### config.mk
export PLATFORM = sky130hd
export DESIGN_NAME = counter_mod_k_chain
export DESIGN_NICKNAME = d
export VERILOG_FILES = /design/src/rtl/counter_mod_k_chain.sv
export SDC_FILE = /design/constraint.sdc
export NUM_CORES = 1
export LEC_CHECK = 0
export ABC_AREA = 1
export ABC_CLOCK_PERIOD_IN_PS = 3450
export CORE_MARGIN = 2
export CORE_UTILIZATION = 25
export CTS_CLUSTER_SIZE = 14
export DETAILED_ROUTE_END_ITERATION = 10
export GPL_TIMING_DRIVEN = 0
export PLACE_DENSITY = 0.54
export SLEW_MARGIN = 20
export SYNTH_ARGS = -nofsm -noshare
export SYNTH_HDL_FRONTEND = slang
export SYNTH_SLANG_ARGS = --single-unit
### constraint.sdc
create_clock -name i_clk -period 3.45 [get_ports i_clk]
set_clock_uncertainty 0.1 [all_clocks]
set_input_delay 0.5175 -clock i_clk [delete_from_list [all_inputs] [get_ports i_clk]]
set_output_delay 0.5175 -clock i_clk [all_outputs]
set_load 0.05 [all_outputs]
### src/rtl/counter_mod_k_chain.sv
// Cascade of C modulo-k counter stages; stage 0 steps on i_en and each later stage
// steps when its predecessor wraps in the same cycle. Rollover flags are registered pulses.
module counter_mod_k_chain #(
    parameter int unsigned N = 8,
    parameter int unsigned C = 3
) (
    input  logic             i_clk,
    input  logic             i_reset_n,
    input  logic             i_en,
    input  logic             i_clear,
    input  logic             i_up,
    input  logic [C*N-1:0]   i_k,
    output logic [C*N-1:0]   o_count,
    output logic [C-1:0]     o_roll_over
);

    localparam logic [N-1:0] One = N'(1);

    logic [C-1:0][N-1:0] cnt_q, cnt_d;
    logic [C-1:0]        roll_q, wrap_d;
    logic                carry;
    logic [N-1:0]        k_j, top_j;

    always_comb begin
        cnt_d  = cnt_q;
        wrap_d = '0;
        carry  = i_en;
        k_j    = '0;
        top_j  = '0;
        for (int j = 0; j < C; j++) begin
            k_j = i_k[j*N +: N];
            // top_j is m-1 with m = max(k,1); k = 0 maps to 0 without underflow
            top_j = (k_j == '0) ? '0 : k_j - One;
            if (carry) begin
                if (i_up) begin
                    if (cnt_q[j] >= top_j) begin
                        cnt_d[j]  = '0;
                        wrap_d[j] = 1'b1;
                    end else begin
                        cnt_d[j] = cnt_q[j] + One;
                    end
                end else begin
                    // c > m-1 is c >= m; stale out-of-range counts are corrected here
                    if (cnt_q[j] == '0 || cnt_q[j] > top_j) begin
                        cnt_d[j]  = top_j;
                        wrap_d[j] = 1'b1;
                    end else begin
                        cnt_d[j] = cnt_q[j] - One;
                    end
                end
            end
            carry = wrap_d[j];
        end
    end

    always_ff @(posedge i_clk or negedge i_reset_n) begin
        if (!i_reset_n) begin
            cnt_q  <= '0;
            roll_q <= '0;
        end else if (i_clear) begin
            cnt_q  <= '0;
            roll_q <= '0;
        end else begin
            cnt_q  <= cnt_d;
            roll_q <= wrap_d;
        end
    end

    assign o_count     = cnt_q;
    assign o_roll_over = roll_q;

endmodule

==> flow_metrics.py <==
metrics = {
    "status": {
        "run_status": "completed",
    },
    "yosys": {
        "synth.avg_cell_area_um2": 6.32,
        "ys_async_sr_fraction_pct": 100,
        "synth_nets": 650,
        "synth_edf_count": 0,
        "netlist_instances": 584,
        "ys_types": 37,
        "synthFlopType": "dfrtp_1",
        "syn_area_um2": 3690,
        "synth_warnings": 0,
        "synth-seq-area-share_pct": 18.3,
        "synth-seq-cells": 27,
    },
    "clocking": {
        "clock_latency_ns": 0.27,
        "cts_root_buf": "clkbuf_16",
        "numClockSinks": 27,
        "clk_path_buf_depth": 2,
        "cts_hold_buf": 0,
        "path_clk_slew_ns": 0.07,
        "cts_tree": "built",
        "h-tree-depth": 1,
        "cts_made_buffers": 3,
    },
    "die": {
        "io_pins": 56,
        "die_h_um": 126,
        "num_rows": 44,
        "core_um2": 14500,
        "dieArea_um2": 15800,
        "start_util_pct": 25.5,
        "dieWidth_um": 126,
    },
    "layout": {
        "finalInstanceArea_um2": 4660,
        "layout-drive-gt1-share_pct": 10.0,
        "diodes": 0,
        "area_growth_pct": 26.1,
        "fin_cells": 832,
        "nNetsFinal": 715,
    },
    "placed_design": {
        "port_buffers": 54,
        "placed_cells": 822,
        "dp_hpwl_mm": 8.17,
        "placed_area_um2": 4460,
        "place.gp.congestion": 0.838,
    },
    "run": {
        "drv_cap": 0,
    },
    "route": {
        "drt-initial-drc-count": 175,
        "avgViaCountPerCell": 4.51,
        "detail_route.wl_per_cell_um": 12.4,
        "final_antenna_net_count": 0,
        "wl_mm": 10.3,
        "vias": 3749,
        "drc": 0,
        "firstDrtPassIters": 4,
    },
    "pwr": {
        "finalPower_uw": 2120,
        "power.leakage_uw": 0.00238,
        "ir_worst_vdd_mv": 0.193,
        "p_per_area_nw_per_um2": 455,
    },
    "global_routing": {
        "grt_pass1_wl_mm": 17.5,
        "grt_pass1_vias": 3552,
        "grt_max_degree": 28,
        "antenna_found_initial": 0,
        "grt_usage_pct": 13.2,
        "gr-total-overflow": 0,
    },
    "timing": {
        "drv_slew": 0,
        "finalCriticalPeriod_ns": 3.23,
        "period_share_pct": 93.7,
        "finalSetupViolCount": 0,
        "tightest_slew_ns": 0.661,
        "hold_viol": 0,
        "slew_headroom_pct": 55.9,
        "max_freq_ghz": 0.309,
        "fin_hold_ws_ns": 0.178,
    },
    "worst_setup_path": {
        "crit_fanout": 7,
        "path_class": "in2reg",
        "rrSetupSlack_ns": 1.22,
        "cp-start-kind": "input port",
        "required_ns": 3.53,
        "worstSetupEndpointType": "flop",
        "critPathArrivalTime_ns": 3.32,
    },
    "min_path": {
        "hold_class": "in2async",
    },
}
area by class of cell:
| type | instances | area, um^2 |
|---|---|---|
| Multi-Input combinational cell | 464 | 2690 |
| Buffer | 12 | 90.1 |
| Timing Repair Buffer | 60 | 583 |
| Inverter | 81 | 304 |
| Fill cell | 1579 | 9820 |
| Clock buffer | 3 | 75.1 |
| Tap cell | 184 | 230 |
| Sequential cell | 27 | 676 |
| Clock inverter | 1 | 7.51 |
through the flow:
step	setup TNS (ns)	utilization, %	setup WS, ns
global route	-0.0405	32.2	-0.0247
finish	0	32.2	0.217
floorplan	0	-	0.787
CTS	0	31.4	0.0549
global placement	-2.77	30.8	-0.189
detailed placement	-3.21	30.8	-0.211
worst max-delay path, stage by stage:
cell	delay [ns]
clkdlybuf4s50_1	0.49
inv_1	0.08
ha_1	0.24
and3_1	0.19
nor3_1	0.28
inv_1	0.08
ha_1	0.27
nand2_1	0.06
nor2_2	0.12
nand4_2	0.16
nand4_1	0.24
nand3_2	0.18
nor2_4	0.25
nand2_1	0.07
o21ai_1	0.09
per-layer routing:
layer  part of all wire, %  wire, um  global-route usage, %
met4                  0.89        92                   2.94
met5                     0         0                      0
met2                    46      4780                   22.3
met1                    50      5130                   18.5
met3                   3.1       317                  0.984
worst paths after layout:
check                      depth (start not counted)        endpoint         from
hold / removal                                     1  o_roll_over[0]    i_reset_n
setup / recovery                                  15     o_count[11]       i_k[0]
min in group i_clk                                 2      o_count[8]   o_count[8]
setup reg to reg                                  12      o_count[8]  o_count[13]
hold reg to reg                                    2      o_count[8]   o_count[8]
max in group asynchronous                          1     o_count[13]    i_reset_n
cells by family (layout without fill, tap and decap cells):
logic type / count (synthesis) / in the layout / share of synthesized area [%]
compound gates: 57 / 57 / 8.47
flops: 27 / 27 / 18.3
fa+ha+maj: 37 / 37 / 12.5
simple gates: 337 / 337 / 42.2
buf+inv: 93 / 157 / 10.7
xor+xnor: 33 / 33 / 7.83
cell usage after synthesis (2+ instances only):
cell	n	share of area, %
xnor2_1	4	0.95
inv_1	78	7.9
o21ai_1	5	0.68
dfrtp_1	27	18
nor3_1	14	1.9
a31oi_1	3	0.51
o21ai_0	28	3.8
clkbuf_1	5	0.51
nor2_2	4	0.68
nand2_4	2	0.61
nand3_2	3	0.81
a21o_1	3	0.61
nand3_1	60	8.1
nor2_4	2	0.61
ha_1	37	13
nand2_1	160	16
nand4_1	13	2.2
inv_2	3	0.31
a21oi_1	15	2.0
buf_6	5	1.5
nand4_2	2	0.68
nand2_2	7	1.2
buf_4	2	0.41
nor2_1	61	6.2
xor2_1	29	6.9
report_power, final:
group	internal [uW]	total (uW)	switching [uW]
sequential	363	457	93.5
clock	158	279	121
combinational	506	1380	877
total	1030	2120	1090
layout by cell type, fill, tap and decap left out, drive strengths merged, types with 3 or more instances in the layout:
master	n
a21o	3
a21oi	16
a31oi	3
buf	14
clkbuf	8
clkdlybuf4s50	52
dfrtp	27
ha	37
inv	81
nand2	169
nand3	63
nand4	16
nor2	68
nor3	16
o21ai	33
xnor2	4
xor2	29
timing repair:
| item | 4_1_cts | 5_1_grt |
|---|---|---|
| buffers inserted | 0 | 6 |
| resized for setup | 0 | 22 |
| endpoints found under the setup margin | 0 | 24 |
flip-flops by register name (all words and copies together) (netlist names):
name / cells
o_count: 24
o_roll_over: 3
Power figures use the tool's default switching activity.
